[config.mk]
export PLATFORM = sky130hd
export DESIGN_NAME = mem_arbiter
export DESIGN_NICKNAME = d
export VERILOG_FILES = /design/src/rtl/mem_arbiter.sv
export SDC_FILE = /design/constraint.sdc
export NUM_CORES = 1
export LEC_CHECK = 0
export CORE_AREA = 4 4 207 209
export DETAILED_ROUTE_END_ITERATION = 16
export DIE_AREA = 0 0 211 213
export HOLD_SLACK_MARGIN = 0.03
export PLACE_DENSITY = 0.6
export SLEW_MARGIN = 20
export SYNTH_ARGS = -nofsm -noshare
export SYNTH_HDL_FRONTEND = slang
export SYNTH_SLANG_ARGS = --single-unit
[constraint.sdc]
create_clock -name clk -period 1.7 [get_ports clk]
set_input_delay 0.34 -clock clk [delete_from_list [all_inputs] [get_ports clk]]
set_output_delay 0.34 -clock clk [all_outputs]
set_load 0.01 [all_outputs]
[src/rtl/mem_arbiter.sv]
// mem_arbiter: shares one memory port between IF and LS (ports: clk/rst, if_*, ls_*, mem_*; `define MEM_ARB_RR_EN for round-robin)
module mem_arbiter #(
  parameter int AW      = 64,
  parameter int DW      = 64,
  parameter int LATENCY = 0
) (
  input  logic            clk,
  input  logic            rst,
  input  logic            if_req_valid,
  output logic            if_req_ready,
  input  logic [AW-1:0]   if_addr,
  output logic            if_resp_valid,
  input  logic            if_resp_ready,
  output logic [DW-1:0]   if_rdata,
  input  logic            ls_req_valid,
  output logic            ls_req_ready,
  input  logic [AW-1:0]   ls_addr,
  input  logic            ls_we,
  input  logic [DW-1:0]   ls_wdata,
  input  logic [DW/8-1:0] ls_wmask,
  output logic            ls_resp_valid,
  input  logic            ls_resp_ready,
  output logic [DW-1:0]   ls_rdata,
  output logic [AW-1:0]   mem_addr,
  output logic            mem_ce,
  output logic            mem_we,
  output logic [DW-1:0]   mem_wdata,
  output logic [DW/8-1:0] mem_wmask,
  input  logic [DW-1:0]   mem_rdata
);
  typedef enum logic [1:0] {IDLE, ISSUE, WAIT, RESP} state_t;
  state_t state, state_n;
  logic owner_ls, we_q, pick_ls, accept, resp_fire;
  logic [AW-1:0] addr_q;
  logic [DW-1:0] wdata_q, rdata_q;
  logic [DW/8-1:0] wmask_q;
  logic [3:0] cnt;
`ifdef MEM_ARB_RR_EN
  logic last_ls;
  always_ff @(posedge clk)
    if (rst) last_ls <= 1'b0;
    else if (accept) last_ls <= pick_ls;
  assign pick_ls = ls_req_valid && (!if_req_valid || !last_ls);
`else
  assign pick_ls = ls_req_valid;
`endif
  assign accept = if_req_ready || ls_req_ready;
  assign resp_fire = state == RESP && (owner_ls ? ls_resp_ready : if_resp_ready);
  always_ff @(posedge clk)
    if (rst) state <= IDLE;
    else state <= state_n;
  always_comb
    state_n = state == IDLE  ? (accept ? ISSUE : IDLE) :
              state == ISSUE ? (LATENCY == 0 ? RESP : WAIT) :
              state == WAIT  ? (cnt == 4'(LATENCY - 1) ? RESP : WAIT) :
                               (resp_fire ? IDLE : RESP);
  always_comb begin
    ls_req_ready  = state == IDLE && pick_ls;
    if_req_ready  = state == IDLE && if_req_valid && !pick_ls;
    mem_ce        = state == ISSUE;
    mem_we        = mem_ce && we_q;
    mem_wmask     = mem_we ? wmask_q : '0;
    mem_addr      = addr_q;
    mem_wdata     = wdata_q;
    if_resp_valid = state == RESP && !owner_ls;
    ls_resp_valid = state == RESP && owner_ls;
    if_rdata      = rdata_q;
    ls_rdata      = rdata_q;
  end
  always_ff @(posedge clk)
    if (rst) begin
      owner_ls <= 1'b0;
      we_q     <= 1'b0;
      addr_q   <= '0;
      wdata_q  <= '0;
      wmask_q  <= '0;
      rdata_q  <= '0;
      cnt      <= '0;
    end else begin
      if (accept) begin
        owner_ls <= pick_ls;
        addr_q   <= pick_ls ? ls_addr : if_addr;
        we_q     <= pick_ls && ls_we;
        wdata_q  <= pick_ls ? ls_wdata : '0;
        wmask_q  <= pick_ls ? ls_wmask : '0;
      end
      if (state == ISSUE) begin
        rdata_q <= we_q ? '0 : mem_rdata;
        cnt     <= '0;
      end
      if (state == WAIT) cnt <= cnt + 4'd1;
    end
endmodule

### Word level (Yosys, flattened, before mapping)

Cells that the tools add are included.
Widths: inputs -> output; s select.

* $add $sub $neg: 1
* equal/unequal tests: 4
* multiplexer cells: 14
* reduce and logical (&&, ||, !) cells: 13

Operators with widths (count)
* $mux 64: 3
* $mux 8: 2
* $logic_and 1x1->1: 8
* $mux 2: 4
* $mux 4: 2
* $add 4x1->4 const B: 1
* $eq 2x2->1 const B: 2
* $eq 4x4->1 const B: 1
* $mux 1: 3
* $eq 2x1->1 const B: 1
* $logic_not 1->1: 2
* $logic_not 2->1: 1
* $reduce_bool 2->1: 1
* $logic_or 1x1->1: 1

* register bits: 208
* input bits: 271
* output and inout bits: 270
* logic and storage cells: 40

### Depth between registers and ports, before layout

Gate-level depths: netlist of run 1.

* depth in word-level cells: 6
* gate-level depth with buffers: 7
* mapped depth without buffers: 5

### Worst setup path after synthesis of run 1

OpenSTA, ideal clock, no wires.

* path type: register -> output
* start point: reg state[1]
* end point: out mem_wmask[7]
* data arrival time: 1.250 ns
* data required time: 1.360 ns
* path slack: 0.110 ns
* stages on the path, launching flop included: 6
* path buffers: 2
* cells stage by stage: dfxtp_1 > inv_1 > ha_1 > buf_2 > clkbuf_1 > and3_1

* word-level cells in the longest chain between the ends: 3

Ends and longest elaborated chain
* start, declared: RTL line 32 `state_t state, state_n;`
* start signal, assigned: RTL line 51 `else state <= state_n;`
* $eq 2x1->1: RTL line 60 `mem_ce = state == ISSUE;`
* net mem_ce: RTL line 25 `output logic mem_ce,`
* $logic_and 1x1->1: RTL line 61 `mem_we = mem_ce && we_q;`
* $mux 8: RTL line 62 `mem_wmask = mem_we ? wmask_q : '0;`
* end, declared: RTL line 28 `output logic [DW/8-1:0] mem_wmask,`

The timed path passes the listed nets, and every way through them passes these cells.

### Worst setup path in the final report of run 1

* start point: reg state[1]
* end point: out mem_wmask[2]

* word-level cells in the longest chain between the ends: 3

Ends and longest elaborated chain (RTL line)
* $eq 2x1->1: 60
* $logic_and 1x1->1: 61
* $mux 8: 62

No other way between the ends.

==> results of run 1 <==
synthesized netlist by cell type (3+ instances only):
| cell | count |
|---|---|
| buf_1 | 6 |
| and2_1 | 3 |
| inv_1 | 4 |
| mux2i_1 | 64 |
| and3_1 | 8 |
| a21oi_1 | 70 |
| nor2_1 | 204 |
| nand2_1 | 3 |
| nor2b_1 | 68 |
| buf_6 | 4 |
| buf_4 | 84 |
| dfxtp_1 | 208 |
| nand3_1 | 4 |
| a211oi_1 | 11 |
| a211oi_2 | 54 |
| a22oi_1 | 73 |
| buf_2 | 25 |
| ha_1 | 5 |
| clkbuf_1 | 22 |
cell usage in the layout (no fill, tap or decap), types with 16 or more instances in the layout:
cell type        Yosys  layout
clkdlybuf4s50_1      0     268
a21oi_1             70      16
nor2b_1             68      67
dfxtp_1            208     202
dlygate4sd2_1        0     256
a211oi_2            54      56
mux2i_1             64      64
a21oi_2              0      48
a22oi_1             73      70
buf_4               84      41
clkbuf_16            0      32
nor2_1             204     204
sequential cells by signal, summed over array words and instances, names as in the netlist:
signal     count
state          2
cnt            4
wmask_q        8
we_q           1
if_rdata      64
owner_ls       1
mem_addr      64
mem_wdata     64
timing repair:
action | 4_1_cts | 5_1_grt
pin swaps | 2 | 45
setup buffers | 5 | 5
cloned | 0 | 11
gates resized for setup | 337 | 81
endpoints found under the setup margin | 274 | 98
where the power goes:
group / switching (mW) / internal (mW)
Clock: 2.06 / 3.22
Combinational: 2.48 / 2.60
Sequential: 0.344 / 5.45
Total: 4.88 / 11.3
routing by layer:
| layer | vias to the layer above | routed length [um] | global-route usage |
|---|---|---|---|
| met4 | 0 | 557 | 0.0246 |
| met1 | 4032 | 14600 | 0.158 |
| met5 | - | 0 | 0 |
| met2 | 332 | 18200 | 0.247 |
| li1 | 4126 | - | - |
| met3 | 32 | 2720 | 0.0425 |
worst max-delay path, stage by stage (launching register included):
cell,delay [ns]
dfxtp_2,0.33
inv_2,0.05
ha_4,0.16
buf_12,0.14
and3_1,0.15
buf_2,0.14
final cells by class:
| type | instances | share of cell area |
|---|---|---|
| timing repair buffer | 610 | 0.377 |
| sequential | 208 | 0.266 |
| multi-input combinational | 577 | 0.261 |
| clock buffer | 38 | 0.0487 |
| tap | 532 | 0.0424 |
| clock inverter | 6 | 0.00375 |
| inverter | 4 | 0.00112 |
worst paths after layout:
kind | to | cells after the start | from | slack, ns
max | mem_wmask[2] | 5 | state[1] | -0.12
min | mem_wdata[49] | 2 | rst | 0.18
max reg2reg | if_rdata[59] | 10 | state[1] | -0.02
min reg2reg | cnt[3] | 2 | cnt[3] | 0.49
stage by stage:
step                instances   util  hold slack, ns  instance area [sq um]  power, mW
finish                   1975  0.384           0.184                  15700       16.2
global route             1975  0.384           0.171                  15700       17.0
CTS                      1959  0.369           0.153                  15100       15.8
detailed placement       1910  0.356           0.487                  14500       10.8
global placement         1910  0.356           0.470                  14500       10.8
floorplan                 929      -           0.457                   8810       8.24
cells by family after synthesis:
family / after synthesis
compound gates: 213
mux: 65
fa+ha+maj: 5
buf+inv: 145
simple gates: 293
flops: 208
==> results_dict.tcl, run 1 <==
set metrics [dict create \
    finClkSkew_ns 0.00749 \
    dpl.hpwl_um 25900 \
    yosys_warnings 0 \
    fillCellCount 4104 \
    fin_crit_sh 1.07 \
    fin_nets 1701 \
    core_area_sq_mm 0.0408 \
    drc_errors 0 \
    ys_ff_latch 208 \
    worstMarginPinSlew_ns 0.423 \
    max_freq_mhz 550 \
    dr.first_iter.drc_count 331 \
    synthesis.area_sq_mm 0.00881 \
    power_density_mw_per_mm2 1030 \
    min_path_type "input port to flop" \
    holdBufCountCts 0 \
    critPathKind "flop to output pin" \
    gr-total-overflow 0 \
    grt_first_pass_wirelength_um 49100 \
    rsz0062_at_grt "true" \
    seq_area_sq_mm 0.00417 \
    synth-adder-area-share 0.00710 \
    synth_top_family_by_area "compound AO/OA/AOI/OAI gates" \
    synth_compound_area_frac 0.192 \
    cp-start-kind "flop" \
    root_buffer "clkbuf_16" \
    ys_types 28 \
    synth_cells 929 \
    first_global_vias 8497 \
    insertedDiodeCount 0 \
    routedWlPerCell_um 18.3 \
    synthesis.nets 1205 \
    clk_latency_ns 0.52 \
    htreeDepth 1 \
    final-hold-violation-count 0 \
    clock-sinks 208 \
    track_usage 0.136 \
    layout_setup_ws_ns -0.118 \
    die_w_um 211 \
    synth_simple_gate_area_frac 0.149 \
    setup_violations 21 \
    cp-end-kind "output pin" \
    cap_violations 0 \
    tritoncts "done" \
    tritoncts.num_buffers 24 \
    avgSynthCellArea_sq_um 9.48 \
    status "complete, but fails checks" \
    tns_ns -1.37 \
    slew_viol_final 0 \
    synthTopCellsByArea "dfxtp_1 (47%), nor2_1 (8.7%), a211oi_2 (7.7%)" \
    synthMuxAreaShare 0.0740 \
    required_ns 1.36 \
    die_y_um 213 \
    crit_fanout 12 \
    rows 74 \
    pre_cts_slack_ns -0.173 \
    cp_data_arrival_time_ns 1.48 \
    clock_path_buffers 3 \
    synth_top_cell_by_area "dfxtp_1" \
    io_pins 541 \
    ys.flop_type "dfxtp_1" \
    violations "negative setup slack" \
    drt-total-wl_um 36100 \
    maxSlewHeadroom 0.718 \
    areaGrowthSynthToFinish_pct 78.2 \
    antenna_found_initial 0 \
    viasPerCell 4.31 \
    async_flop_share 0 \
    firstDrtPassIters 7 \
    die_area_sq_mm 0.0449 \
    min_period_ns 1.82 \
    postRouteAntennaNets 0 \
    start_util 0.216 \
    yosysTopAreaCellShare 0.473 \
    yosysSeqAreaShare 0.473 \
    gp_congestion 0.805 \
    grt_max_degree 65 \
    io_buffers 540 \
    p_leak_nw 7.14 \
    multi_input_area_sq_mm 0.00409 \
    final_layout_size_suffix_gt1_frac 0.180 \
    clk_pin_slew_ns 0.06 \
    synth_edf_count 0 \
    yosys.area_share.xor_xnor 0 \
    vdd_drop_max_v 0.000611 \
    vias 8522 \
]
(Power assumes the default switching activity.)
==> inputs of run 2 (changes only) <==
==> constraint.sdc (replaced) <==
create_clock -name clk -period 1.7 [get_ports clk]
set_input_delay 0.34 -clock clk [delete_from_list [all_inputs] [get_ports clk]]
set_output_delay 0.34 -clock clk [all_outputs]
set_load 0.05 [all_outputs]
==> results_dict.tcl, run 2 (same netlist as run 1, synthesis figures left out) <==
set metrics [dict create \
    dpl.hpwl_um 25000 \
    critical_path.most_common_cell "buf_12" \
    track_usage 0.136 \
    maxSlewHeadroom 0.709 \
    insertedDiodeCount 0 \
    postRouteAntennaNets 0 \
    vdd_drop_max_v 0.000605 \
    critPathKind "flop to output pin" \
    vias 8268 \
    rsz0062_at_grt "true" \
    cp-end-kind "output pin" \
    status "complete, but fails checks" \
    drt-total-wl_um 33500 \
    final_cell_mix "buf_4 (289), clkdlybuf4s50_1 (268), dfxtp_1 (205)" \
    firstDrtPassIters 4 \
    r2r_cells 8 \
    clk_pin_slew_ns 0.07 \
    worst_path_largest_cell_delay_ns 0.33 \
    fin_nets 1682 \
    cap_violations 0 \
    final_layout_size_suffix_gt1_frac 0.309 \
    p_leak_nw 6.38 \
    violations "negative setup slack" \
    holdBufCountCts 0 \
    min_path_type "input port to flop" \
    min_period_ns 1.92 \
    grt_first_pass_wirelength_um 48700 \
    die_y_um 213 \
    die_area_sq_mm 0.0449 \
    whs_path_depth 2 \
    root_buffer "clkbuf_16" \
    r2r-start "state[0]" \
    htreeDepth 1 \
    fin_crit_sh 1.13 \
    drc_errors 0 \
    clock-sinks 208 \
    finalPower_mw 18.0 \
    gr-total-overflow 0 \
    cp-start-kind "flop" \
    required_ns 1.36 \
    first_global_vias 8251 \
    tritoncts "done" \
    die_w_um 211 \
    layout_setup_ws_ns -0.218 \
    critical-path-top-delay-family "buffers and inverters" \
    final-hold-violation-count 0 \
    setup_violations 14 \
    core_area_sq_mm 0.0408 \
    antenna_found_initial 0 \
    finClkSkew_ns 0.0137 \
    max_freq_mhz 521 \
    slew_viol_final 0 \
    crit_fanout 7 \
    hold_start "rst" \
    final_core_util 0.368 \
    io_pins 541 \
    cp_data_arrival_time_ns 1.58 \
    slowest_stage "dfxtp_2" \
    areaGrowthSynthToFinish_pct 70.7 \
    io_buffers 540 \
    final_common_cell "buf_4" \
    reg2reg_slack_ns 0.11 \
    routedWlPerCell_um 17.1 \
    r2r-end "if_rdata[14]" \
    start_util 0.216 \
    worstMarginPinSlew_ns 0.424 \
    power_density_mw_per_mm2 1190 \
    path_cells "buf_6 -> ha_4 -> buf_12 -> and3_4 -> buf_12" \
    gp_congestion 0.797 \
    min_to "mem_addr[56]" \
    clock_path_buffers 3 \
    grt_max_degree 81 \
    tritoncts.num_buffers 24 \
    dr.first_iter.drc_count 332 \
    viasPerCell 4.23 \
    rows 74 \
    path_buf_inv 3 \
    clk_latency_ns 0.54 \
]
-- run 2: worst max-delay path by stage --
stage               depth (start not counted)  slack (ns)      endpoint          from
finish                                      5       -0.22  mem_wmask[3]      state[0]
CTS                                         5       -0.28  mem_wmask[3]      state[0]
floorplan                                   5       0.007  mem_wmask[7]      state[1]
global placement                            5      0.0007  mem_addr[36]  if_req_valid
global route                                5       -0.30  mem_wmask[3]      state[0]
detailed placement                          5       -0.04  mem_addr[28]  if_req_valid
-- run 2: cell type report --
cell class	count	area, sq um
flip-flops and latches	208	4170
repair buffers	592	5550
multi-input cells	576	3840
well taps	532	666
clock buffers	31	667
inverters	4	17.5
clock inverters	11	134
fillers	4121	25800
-- run 2: what timing repair did --
action                                  4_1_cts  5_1_grt
endpoints found under the setup margin       14       21
resized for setup                            14        2
pin swaps                                     3        0
hold endpoints to repair                      0        0
cloned                                        2        0
buffers inserted                              7        3
-- run 2: where the power goes --
group          total, mW  internal, mW  switching (mW)
combinational       6.89          2.58            4.31
clock               5.24          3.09            2.16
sequential          5.84          5.45           0.389
total               18.0          11.1            6.86
-- run 2: per-layer routing --
layer	part of all wire	wire length [um]	global-route usage	vias to the layer above
met3	0.076	2540	0.0429	33
li1	-	-	-	4080
met2	0.50	16800	0.235	281
met4	0.017	553	0.0264	0
met5	0	0	0	-
met1	0.41	13600	0.167	3874
-- run 2: stage by stage --
stage	worst slack [ns]	hold WS, ns	cells	setup TNS [ns]	area, sq um
global placement	0.000691	0.476	1901	0	14000
CTS	-0.284	0.0342	1951	-3.33	15000
finish	-0.218	0.0726	1954	-2.43	15000
floorplan	0.00749	0.457	929	0	8870
global route	-0.300	0.0599	1954	-3.46	15000
detailed placement	-0.0355	0.479	1901	-0.205	14000
==> inputs of run 3 (changes only) <==
--- a/config.mk
+++ b/config.mk
@@ -5,11 +5,14 @@
 export SDC_FILE = /design/constraint.sdc
 export NUM_CORES = 1
 export LEC_CHECK = 0
-export CORE_AREA = 4 4 207 209
+export CELL_PAD_IN_SITES_DETAIL_PLACEMENT = 1
+export CELL_PAD_IN_SITES_GLOBAL_PLACEMENT = 2
+export CORE_ASPECT_RATIO = 0.6
+export CORE_MARGIN = 4
+export CORE_UTILIZATION = 20
 export DETAILED_ROUTE_END_ITERATION = 16
-export DIE_AREA = 0 0 211 213
 export HOLD_SLACK_MARGIN = 0.03
-export PLACE_DENSITY = 0.6
+export PLACE_DENSITY = 0.89
 export SLEW_MARGIN = 20
 export SYNTH_ARGS = -nofsm -noshare
 export SYNTH_HDL_FRONTEND = slang
==> results_dict.tcl, run 3 (same netlist as run 1, synthesis figures left out) <==
set metrics [dict create \
    status "complete, but fails checks" \
    violations "negative setup slack" \
    postRouteAntennaNets 0 \
    grt_first_pass_wirelength_um 54200 \
    cap_violations 0 \
    layout_setup_ws_ns -0.282 \
    r2r-start "state[1]" \
    finClkSkew_ns 0.0137 \
    required_ns 1.36 \
    min_path_type "input port to flop" \
    hold_start "rst" \
    worstMarginPinSlew_ns 0.465 \
    min_period_ns 1.98 \
    viasPerCell 4.21 \
    clock-sinks 208 \
    cp_data_arrival_time_ns 1.64 \
    antenna_found_initial 1 \
    grt_max_degree 60 \
    tritoncts.num_buffers 23 \
    whs_path_depth 2 \
    clock_path_buffers 3 \
    gr-total-overflow 0 \
    vdd_drop_max_v 0.000548 \
    start_util 0.203 \
    gp_congestion 0.763 \
    fin_cells 1999 \
    dr.first_iter.drc_count 299 \
    rsz0062_at_grt "true" \
    drc_errors 0 \
    final-hold-violation-count 0 \
    setup_violations 14 \
    drt-total-wl_um 37100 \
    clk_pin_slew_ns 0.06 \
    slew_viol_final 0 \
    critPathKind "flop to output pin" \
    vias 8418 \
    die_y_um 171 \
    p_leak_nw 6.37 \
    io_buffers 540 \
    power_density_mw_per_mm2 1190 \
    dpl.cell_count 1942 \
    first_global_vias 9021 \
    final_common_cell "buf_4" \
    dpl.hpwl_um 28100 \
    firstDrtPassIters 4 \
    clk_latency_ns 0.53 \
    areaGrowthSynthToFinish_pct 71.4 \
    htreeDepth 1 \
    root_buffer "clkbuf_16" \
    fin_crit_sh 1.17 \
    r2r_cells 8 \
    cp-end-kind "output pin" \
    tritoncts "done" \
    cp-start-kind "flop" \
    rows 59 \
    core_area_sq_mm 0.0434 \
    maxSlewHeadroom 0.690 \
    holdBufCountCts 0 \
    fillCellCount 4945 \
    crit_fanout 7 \
    max_freq_mhz 504 \
    routedWlPerCell_um 18.6 \
    final_cell_mix "buf_4 (283), clkdlybuf4s50_1 (268), dfxtp_1 (206)" \
    track_usage 0.143 \
    seq_area_sq_mm 0.00417 \
    fin_nets 1678 \
    die_area_sq_mm 0.0476 \
    startpoint "state[0]" \
    multi_input_area_sq_mm 0.00385 \
    io_pins 541 \
    die_w_um 279 \
    final_core_util 0.348 \
    final_layout_size_suffix_gt1_frac 0.308 \
]
[run 3: cell types whose count changed in the layout (fill, tap and decap cells not counted), moves of 2 or more]
cell / previous run / this run
buf_12: 28 / 32
clkbuf_8: 4 / 9
clkinvlp_4: 4 / 1
diode_2: 0 / 2
clkbuf_1: 3 / 5
buf_4: 289 / 283
bufbuf_16: 2 / 0
[run 3: final timing paths]
path | to | slack, ns
worst max-delay path | mem_wmask[6] | -0.28
worst min-delay path | mem_addr[56] | 0.27
worst max register to register | if_rdata[16] | 0.08
worst min register to register | cnt[3] | 0.49
[run 3: area by class of cell]
cell class              count  area share
repair buffers            589       0.367
flip-flops and latches    208       0.276
multi-input cells         576       0.255
well taps                 579      0.0480
clock buffers              36      0.0467
clock inverters             5     0.00522
inverters                   4     0.00116
diodes                      2    0.000332
[run 3: metal layers]
| metal | share of wire | track usage | vias up |
|---|---|---|---|
| li1 | - | - | 4075 |
| met1 | 0.41 | 0.171 | 4121 |
| met2 | 0.52 | 0.263 | 187 |
| met3 | 0.056 | 0.0379 | 35 |
| met4 | 0.014 | 0.0255 | 0 |
| met5 | 0 | 0 | - |
[run 3: critical path, cell delays in order, from the launching register on]
cell and delay, ns:
dfxtp_2 0.35, buf_6 0.10, ha_4 0.20, buf_12 0.13, and3_4 0.18, buf_12 0.13
[run 3: report_power, final]
group          internal, mW  total [mW]  switching (mW)
Clock                  3.02        5.16            2.14
Combinational          2.59        7.00            4.42
Sequential             5.45        5.83           0.386
Total                  11.1        18.0            6.94
[run 3: what timing repair did]
action / 4_1_cts / 5_1_grt
setup buffers: 6 / 6
cloned: 0 / 2
pin swaps: 2 / 3
setup endpoints to repair: 24 / 52
resized for setup: 12 / 7
[run 3: through the flow]
stage	TNS [ns]	power [mW]	setup WS, ns	instance area, sq um	hold slack (ns)
CTS	-4.10	18.2	-0.330	15000	0.237
detailed placement	-0.763	12.8	-0.0567	14100	0.489
finish	-3.21	18.0	-0.282	15100	0.267
global placement	0	12.6	0.0105	14100	0.472
global route	-4.41	18.9	-0.372	15100	0.243
floorplan	0	10.4	0.00749	8870	0.457
